[src/rtl/cnn_layer_1_if.sv]
// Stream interface for cnn_layer_1: one pixel in per clock, pooled samples out with a strobe.
interface cnn_layer_1_if;
   logic signed [8:0] pxl_in;
   logic signed [8:0] pool_out;
   logic              valid;

   // Producer/consumer side: drives pixels, observes pooled results.
   modport master (output pxl_in, input pool_out, input valid);
   // Layer side: consumes pixels, produces pooled results.
   modport slave  (input pxl_in, output pool_out, output valid);
endinterface

[src/rtl/cnn_layer_1.sv]
// cnn_layer_1: streamed KxK valid convolution followed by 2x2 stride-2 max pooling.
// Pipeline: pixel edge -> window register, +1 edge -> conv_q, +2 edges -> pool_out/valid.
module cnn_layer_1 #(
   parameter int               DIM    = 32,
   parameter int               K      = 5,
   parameter logic [8*K*K-1:0] KERNEL = {{(K*K/2){8'h00}}, 8'h01, {(K*K/2){8'h00}}},
   parameter int               SHIFT  = 0
) (
   input  logic         clk,
   input  logic         reset,
   cnn_layer_1_if.slave bus
);
   localparam int   CW      = $clog2(DIM);
   localparam int   AW      = 24;
   localparam int   PW      = (DIM - K + 1) / 2;
   localparam logic KM1_ODD = 1'((K - 1) % 2);
   localparam logic signed [AW-1:0] SAT_HI = AW'(255);
   localparam logic signed [AW-1:0] SAT_LO = -AW'(256);

   // Weight k of the packed kernel, k = K*row + col.
   function automatic logic signed [7:0] weight(input int k);
      return KERNEL[8*k +: 8];
   endfunction

   // Clamp a wide sum into the signed 9-bit output range.
   function automatic logic signed [8:0] sat9(input logic signed [AW-1:0] v);
      if (v > SAT_HI) begin
         return 9'sd255;
      end else if (v < SAT_LO) begin
         return -9'sd256;
      end else begin
         return v[8:0];
      end
   endfunction

   // Signed maximum of two samples.
   function automatic logic signed [8:0] smax(input logic signed [8:0] a, input logic signed [8:0] b);
      if (a > b) begin
         return a;
      end else begin
         return b;
      end
   endfunction

   logic [CW-1:0]     col_q, row_q;
   logic signed [8:0] lb_q  [K-1][DIM];  // lb_q[j] holds row (current - 1 - j)
   logic signed [8:0] win_q [K][K];      // win_q[0][0] = oldest row, leftmost column
   logic              win_vld_q, win_rodd_q;
   logic [CW-1:0]     win_c_q;
   logic signed [8:0] conv_q, conv_prev_q;
   logic              conv_vld_q, conv_rodd_q;
   logic [CW-1:0]     conv_c_q;
   logic signed [8:0] pbuf_q [PW];
   logic signed [8:0] pool_q;
   logic              valid_q;

   logic signed [8:0]    col_s [K];
   logic signed [AW-1:0] acc_s;

   // New window column: stored pixels of this column from older rows plus the incoming pixel.
   always_comb begin
      col_s[K-1] = bus.pxl_in;
      for (int kr = 0; kr < K-1; kr++) begin
         col_s[kr] = lb_q[K-2-kr][col_q];
      end
   end

   // Multiply-accumulate over the current window.
   always_comb begin
      acc_s = '0;
      for (int kr = 0; kr < K; kr++) begin
         for (int kc = 0; kc < K; kc++) begin
            acc_s = acc_s + AW'(weight(K*kr + kc)) * AW'(win_q[kr][kc]);
         end
      end
   end

   // Raster counters, line buffers and the sliding window.
   always_ff @(posedge clk) begin
      if (reset) begin
         col_q      <= '0;
         row_q      <= '0;
         win_vld_q  <= 1'b0;
         win_rodd_q <= 1'b0;
         win_c_q    <= '0;
         for (int j = 0; j < K-1; j++) begin
            for (int c = 0; c < DIM; c++) begin
               lb_q[j][c] <= '0;
            end
         end
         for (int kr = 0; kr < K; kr++) begin
            for (int kc = 0; kc < K; kc++) begin
               win_q[kr][kc] <= '0;
            end
         end
      end else begin
         if (col_q == CW'(DIM-1)) begin
            col_q <= '0;
            row_q <= (row_q == CW'(DIM-1)) ? '0 : row_q + 1'b1;
         end else begin
            col_q <= col_q + 1'b1;
         end
         lb_q[0][col_q] <= bus.pxl_in;
         for (int j = 1; j < K-1; j++) begin
            lb_q[j][col_q] <= lb_q[j-1][col_q];
         end
         for (int kr = 0; kr < K; kr++) begin
            for (int kc = 0; kc < K-1; kc++) begin
               win_q[kr][kc] <= win_q[kr][kc+1];
            end
            win_q[kr][K-1] <= col_s[kr];
         end
         // The window is usable only when it neither wraps a row nor reaches above row 0.
         win_vld_q  <= (row_q >= CW'(K-1)) && (col_q >= CW'(K-1));
         win_rodd_q <= row_q[0] ^ KM1_ODD;
         win_c_q    <= col_q - CW'(K-1);
      end
   end

   // Convolution result register, tagged with its output row parity and column.
   always_ff @(posedge clk) begin
      if (reset) begin
         conv_q      <= '0;
         conv_vld_q  <= 1'b0;
         conv_rodd_q <= 1'b0;
         conv_c_q    <= '0;
      end else begin
         conv_q      <= sat9(acc_s >>> SHIFT);
         conv_vld_q  <= win_vld_q;
         conv_rodd_q <= win_rodd_q;
         conv_c_q    <= win_c_q;
      end
   end

   // 2x2 max pooling: even rows fill the pair buffer, odd rows emit the pooled sample.
   always_ff @(posedge clk) begin
      if (reset) begin
         conv_prev_q <= '0;
         pool_q      <= '0;
         valid_q     <= 1'b0;
         for (int p = 0; p < PW; p++) begin
            pbuf_q[p] <= '0;
         end
      end else begin
         valid_q <= 1'b0;
         if (conv_vld_q) begin
            conv_prev_q <= conv_q;
            if (conv_c_q[0]) begin
               if (conv_rodd_q) begin
                  pool_q  <= smax(pbuf_q[conv_c_q[CW-1:1]], smax(conv_prev_q, conv_q));
                  valid_q <= 1'b1;
               end else begin
                  pbuf_q[conv_c_q[CW-1:1]] <= smax(conv_prev_q, conv_q);
               end
            end else begin
               pool_q <= pool_q;
            end
         end else begin
            conv_prev_q <= conv_prev_q;
         end
      end
   end

   assign bus.pool_out = pool_q;
   assign bus.valid    = valid_q;
endmodule

[src/flat_wrapper.sv]
// flat-port wrapper written by rule: the top's interface ports become plain ports
module cnn_layer_1_flat 
#(
   parameter int               DIM    = 32,
   parameter int               K      = 5,
   parameter logic [8*K*K-1:0] KERNEL = {{(K*K/2){8'h00}}, 8'h01, {(K*K/2){8'h00}}},
   parameter int               SHIFT  = 0
)
  (clk, reset, bus_pxl_in, bus_pool_out, bus_valid);
  cnn_layer_1_if bus_i ();
  input  logic clk;
  input  logic reset;
  input wire logic [$bits(bus_i.pxl_in)-1:0] bus_pxl_in;
  output wire logic [$bits(bus_i.pool_out)-1:0] bus_pool_out;
  output wire logic [$bits(bus_i.valid)-1:0] bus_valid;
  assign bus_i.pxl_in = bus_pxl_in;
  assign bus_pool_out = bus_i.pool_out;
  assign bus_valid = bus_i.valid;
  cnn_layer_1 #(.DIM(DIM), .K(K), .KERNEL(KERNEL), .SHIFT(SHIFT)) u_core (.clk(clk), .reset(reset), .bus(bus_i));
endmodule
[config.mk]
export PLATFORM = sky130hd
export DESIGN_NAME = cnn_layer_1_flat
export DESIGN_NICKNAME = d
export VERILOG_FILES = /design/src/rtl/cnn_layer_1_if.sv /design/src/rtl/cnn_layer_1.sv /design/src/flat_wrapper.sv
export SDC_FILE = /design/constraint.sdc
export NUM_CORES = 1
export LEC_CHECK = 0
export CORE_ASPECT_RATIO = 1.4
export CORE_UTILIZATION = 51
export DETAILED_ROUTE_END_ITERATION = 8
export PLACE_DENSITY = 0.75
export SYNTH_ARGS = -nofsm -noshare
export SYNTH_HDL_FRONTEND = slang
export SYNTH_SLANG_ARGS = --single-unit
export TNS_END_PERCENT = 10
[constraint.sdc]
create_clock -name clk -period 3.45 [get_ports clk]
set_input_delay 0.345 -clock clk [delete_from_list [all_inputs] [get_ports clk]]
set_output_delay 0.345 -clock clk [all_outputs]
set_load 0.005 [all_outputs]
* Yosys cells after proc, flatten, opt, wreduce, memory -nomap -nowiden
Memory sizes are Yosys's and may differ from the RTL's. A register that Yosys moved wholly into a read port is not among the register bits.
Cells that the tools add are included.
W data, S select, Z words.
** Cells by class
- Add/sub/neg operators :: 3
- $lt $le $gt $ge :: 8
- Equal/unequal tests :: 2
- Muxes and demuxes :: 1218
- Bitwise gates (word level) :: 1180
- Reduce and logical (&&, ||, !) cells :: 7
** Operators by type and width (count)
- $or A1 B1 Y1 :: 1177
- $mux W1 :: 1162
- $mux W9 :: 46
- $mux W288 :: 1
- $bmux W9 S5 :: 4
- $demux W9 S5 :: 1
- $gt A9 B9 Y1 :: 2
- $add A5 B1 Y5 const B :: 2
- $eq A5 B5 Y1 const B :: 2
- $ge A5 B3 Y1 const B :: 2
- $gt A9 B9 Y1 const B :: 1
- $lt A9 B9 Y1 const B :: 1
- $reduce_or A9 Y1 :: 1
- $mux W4 :: 2
- $mux W8 :: 1
- $ge A6 B6 Y1 const B :: 1
- $lt A6 B1 Y1 const B :: 1
- $not A5 Y6 :: 1
- $mux W5 :: 1
- $sub A5 B3 Y5 const B :: 1
- $reduce_or A2 Y1 :: 2
- $reduce_and A3 Y1 :: 1
- $reduce_or A3 Y1 :: 1
- $logic_and A1 B1 Y1 :: 2
- $not A1 Y1 :: 2
** Storage, ports and cells
- Bits in registers :: 52
- RAM bits :: 1503
- Bits of input ports :: 11
- Logic and storage cells :: 2434
- Memories kept :: 3
** Memories
- u_core.lb_q :: depth 4, width 288, rd ports 4, clocked after Yosys merged registers in 0, write ports 4, line cnn_layer_1.sv:46 : logic signed [8:0] lb_q [K-1][DIM];
- u_core.win_q :: depth 5, width 45, rd ports 5, clocked after Yosys merged registers in 0, write ports 5, line cnn_layer_1.sv:47 : logic signed [8:0] win_q [K][K];
- u_core.pbuf_q :: depth 14, width 9, rd ports 1, clocked after Yosys merged registers in 1, write ports 14, line cnn_layer_1.sv:53 : logic signed [8:0] pbuf_q [PW];

* Logic depth before layout (Yosys ltp)
- Depth after elaboration :: 8
- Mapped depth :: 19
- Mapped depth without buffers :: 15

* Worst setup path before layout
No wires, ideal clock.
- Path kind :: reg-to-reg
- Start :: register u_core.conv_q[8]
- End :: register u_core.pool_q[0], in the netlist u_core.bus.pool_out[0]
- Library setup time :: 60 ps
- Arrival time :: 3659 ps
- Setup slack :: -268 ps
- Stages on the path, launching flop included :: 20
- Path through :: dfxtp_1 inv_1 ha_1 buf_6 a21oi_2 o32ai_2 buf_4 or2_1 buf_2 o311ai_2 nor2_4 buf_2 ha_1 nand3_1 nor3_1 o22ai_1 a21oi_1 and2_1 buf_1 a221o_1
** Between the ends
- Word-level cells in the longest chain between the ends :: 8
** Ends and longest elaborated chain
- start: declaration :: line cnn_layer_1.sv:50 : logic signed [8:0] conv_q, conv_prev_q;
- start signal: assignment :: line cnn_layer_1.sv:128 : conv_q <= sat9(acc_s >>> SHIFT);
- $gt A9 B9 Y1 :: line cnn_layer_1.sv:38 : if (a > b) begin
- $mux W9 * :: line cnn_layer_1.sv:38
- $mux W9 * :: line cnn_layer_1.sv:149 : if (conv_rodd_q) begin
- $mux W9 * :: line cnn_layer_1.sv:148 : if (conv_c_q[0]) begin
- $mux W9 * :: line cnn_layer_1.sv:146 : if (conv_vld_q) begin
- $mux W9 * :: line cnn_layer_1.sv:137 : if (reset) begin
- $gt A9 B9 Y1 :: line cnn_layer_1.sv:38
- $mux W9 * :: line cnn_layer_1.sv:38
- end signal: assignment :: line cnn_layer_1.sv:150 : pool_q <= smax(pbuf_q[conv_c_q[CW-1:1]], smax(conv_prev_q, conv_q));
- end signal: assignment :: line cnn_layer_1.sv:156 : pool_q <= pool_q;
- end: declaration :: line cnn_layer_1.sv:54 : logic signed [8:0] pool_q;
Mark *: on every way between the ends. The rest lies on a longest branch, timed or not. The select of a mux whose other input is x is not followed.
A chain may end at the register's enable or synchronous reset.

* Final worst setup path
- Start :: register u_core.conv_q[6]
- End :: register u_core.pool_q[5], in the netlist u_core.bus.pool_out[5]
The elaborated chain is that of the path after synthesis.

==> out/metrics.yaml <==
outcome:
  status: "finished, violations left"
  violations: "capacitance limit, slew limit"
clock_tree:
  clkSlewWorstSetupHoldPaths_ns: 0.06
  clock_tree.htree_level_count: 3
  cts_root_buf: "clkbuf_16"
  hold_buffers: 0
  inserted_clock_buffers: 75
  clock_insertion_delay_worst_skew_ns: 0.63
  cts_tree: "done"
  cts_buffer_depth: 3
  clock_sinks: 799
power_and_ir_drop:
  leakage_nw: 13.9
  power-per-cell-area_mw_per_mm2: 556
  power.share.clock: 0.384
  irDropWorstVdd_mv: 0.496
  power_frac_seq: 0.527
  power_frac_comb: 0.088
  p_sw_frac: 0.225
  p_sw_mw: 4.86
  internal_power_mw: 16.7
logic_synthesis:
  synthesis.area_mm2: 0.0345
  synth_top_flop_cell: "edfxtp_1"
  synth_edf_count: 720
  synth.yosys.warnings: 0
  synth.area.top_cells: "edfxtp_1 (63%), mux4_2 (12%), and2_1 (5.6%)"
  ys_types: 61
  synth_sequential_area_ratio: 0.673
  synth.top_cell.area_share: 0.627
  ys_top_cells_by_count: "edfxtp_1 (720), and2_1 (307), mux4_2 (191)"
  post-synth-top-area-cell: "edfxtp_1"
  synthesized_area_per_cell_um2: 15.7
  synth_seq_cells: 799
  synth.net_count: 2237
  async_flop_share: 0
  post_synthesis_instance_total: 2197
  yosys.cell_count.top_type: "edfxtp_1"
timing:
  setup_repair_after_global_routing_missed_its_margin: "yes"
  hold_violations: 0
  finalCriticalPeriod_ns: 3.42
  layout_worst_path_cycle_share: 0.990
  worst_slew_pin_slew_ns: 1.50
  finalSetupTns_ns: 0
  setup_viol: 0
  fin_worst_hold_slack_ns: 0.115
  relSlewSlack: -0.00789
  timing.fmax_mhz: 293
  final_max_slew_viols: 12
  timing.clock.skew_ns: 0.0286
worst_setup_path:
  required_time_at_the_endpoint_of_the_critical_path_ns: 3.96
  r2r_setup_slack_ns: 0.03
  crit_path_max_fanout: 9
  worst-r2r-cell-count: 16
  timing.critical_path.to_type: "flop"
  cp_data_arrival_time_ns: 3.92
  reg2reg_to: "u_core.bus.pool_out[5]"
  regToRegStartpoint: "u_core.conv_q[6]"
  startpoint_type: "flop"
  critPathKind: "flop to flop"
route:
  detailed_router_iteration_count_before_antenna_repair: 6
  drc_marker_count_from_the_first_detailed_route_iteration: 1898
  num_vias: 18900
  postRouteAntennaNets: 0
  drt_drc_violations_left: 0
  drt-wirelength-per-cell_um: 25.2
  detail_route.wirelength_um: 79300
  avgViaCountPerCell: 6.01
grt:
  first_pass_grt_wire_length_um: 120000
  gr-usage-all-layers: 0.235
  grt_overflow: 0
  grt_max_degree: 81
  grt_antenna_before_repair: 0
  first_global_vias: 19900
floorplan:
  num_io_pins: 21
  initial_utilization: 0.516
  die_area_mm2: 0.0687
  die_width_um: 222
  fp.coreArea_mm2: 0.0668
  rows: 112
  chipHeight_um: 310
placement:
  port_buffers: 20
  detailedPlacementHpwl_um: 52500
  finalWeightedCongestion: 0.851
  dp.cells: 3010
finish:
  syn2layout_area_growth_pct: 12.6
  finish.cell_count_without_fillers: 3151
  post_route_cells_drive_above_1_share: 0.241
  design.final.nets: 2275
hold_path:
  hold_start: "reset"
  whs_endpoint: "u_core.win_rodd_q"
  hold_class: "input port to flop"
  holdPathStages: 2
job:
  maxCapViolations: 1
layout by cell type (no fill, tap or decap), types with 21 or more instances in the layout:
cell type  synthesis  routed
edfxtp_1         720     720
and2_1           307     306
mux4_2           191     191
nor2_1           187     186
buf_4              3     104
clkbuf_16          0      82
dfxtp_1           79      71
or2_2             67      67
nand2_1           53      53
nor2b_1           49      49
nor3_1            39      38
nand2b_1          29      29
inv_1             28      27
o21ai_0           24      24
mux2i_1           24      24
ha_1              29      21
cell type report:
class	count	area (um2)
Clock inverter	34	294
Sequential cell	799	23200
Timing Repair Buffer	138	1250
Multi-Input combinational cell	1184	10700
Tap cell	855	1070
Fill cell	4916	28000
Inverter	37	139
Antenna cell	1	2.50
Clock buffer	103	2200
worst max-delay path: stages, from the launching register on:
cell and delay (ns):
dfxtp_2 0.33, inv_2 0.04, ha_4 0.25, a211oi_4 0.27
o32ai_4 0.15, buf_6 0.16, or2_4 0.27, buf_8 0.14
o311ai_4 0.30, nor2_4 0.07, ha_4 0.29, o21a_1 0.12
o211ai_1 0.09, nor2_1 0.13, a21oi_2 0.10, and2_2 0.27
a221o_1 0.31
worst max-delay path by stage:
stage	depth (start not counted)	end	slack [ns]	start
2_1_floorplan	17	u_core.bus.pool_out[8]	0.00003	u_core.conv_q[8]
3_3_place_gp	15	u_core.bus.pool_out[1]	0.003	u_core.conv_q[6]
3_5_place_dp	16	u_core.bus.pool_out[4]	-0.09	u_core.conv_q[6]
4_1_cts	17	u_core.bus.pool_out[4]	0.01	u_core.conv_q[6]
5_1_grt	16	u_core.bus.pool_out[4]	-0.11	u_core.conv_q[6]
6_report	16	u_core.bus.pool_out[5]	0.03	u_core.conv_q[6]
sequential cells by signal (all words and copies together) (netlist names):
name and flops:
u_core.conv_prev_q 9, u_core.conv_q 9, u_core.col_q 5, u_core.win_q 27, u_core.conv_vld_q 1, u_core.bus.pool_out 9, u_core.lb_q 576, u_core.conv_c_q 5
u_core.win_rodd_q 1, u_core.bus.valid 1, u_core.conv_rodd_q 1, u_core.win_c_q 5, u_core.win_vld_q 1, u_core.row_q 5, u_core.pbuf_q 144
power groups by stage:
stage | Sequential [mW] | Combinational (mW) | Clock (mW)
2_1_floorplan | 11.5 | 1.26 | 0
3_3_place_gp | 11.5 | 1.82 | 0
3_5_place_dp | 11.6 | 1.86 | 0
4_1_cts | 11.4 | 1.88 | 8.39
5_1_grt | 11.4 | 2.01 | 8.73
6_report | 11.4 | 1.91 | 8.29
repair_timing:
item                       CTS  global route
setup endpoints to repair    9             9
buffers inserted             1             1
resized for setup            9            13
pin swaps                    6            27
cloned                       0             1
per-layer routing:
metal  track usage  vias to the layer above  wire length, um
met4         0.112                        0             3400
met5             0                        -                0
met2         0.438                      753            43600
met1         0.268                     9697            27700
li1              -                     8308                -
met3        0.0313                      187             4670
kinds of logic after synthesis:
family,share of synthesized area
flops,0.673
mux,0.132
fa+ha+maj,0.0105
compound gates,0.0321
xor+xnor,0.000762
buf+inv,0.0253
simple gates,0.127
stage by stage:
| stage | setup WS (ns) | instance area [um2] | power [mW] | utilization |
|---|---|---|---|---|
| 2_1_floorplan | 0.0000342 | 34600 | 12.7 | - |
| 3_3_place_gp | 0.00286 | 36200 | 13.3 | 0.541 |
| 3_5_place_dp | -0.0867 | 36200 | 13.4 | 0.541 |
| 4_1_cts | 0.0127 | 38700 | 21.6 | 0.579 |
| 5_1_grt | -0.106 | 38800 | 22.2 | 0.581 |
| 6_report | 0.0349 | 38800 | 21.6 | 0.581 |
No activity file was read; power rests on OpenSTA's default activity.
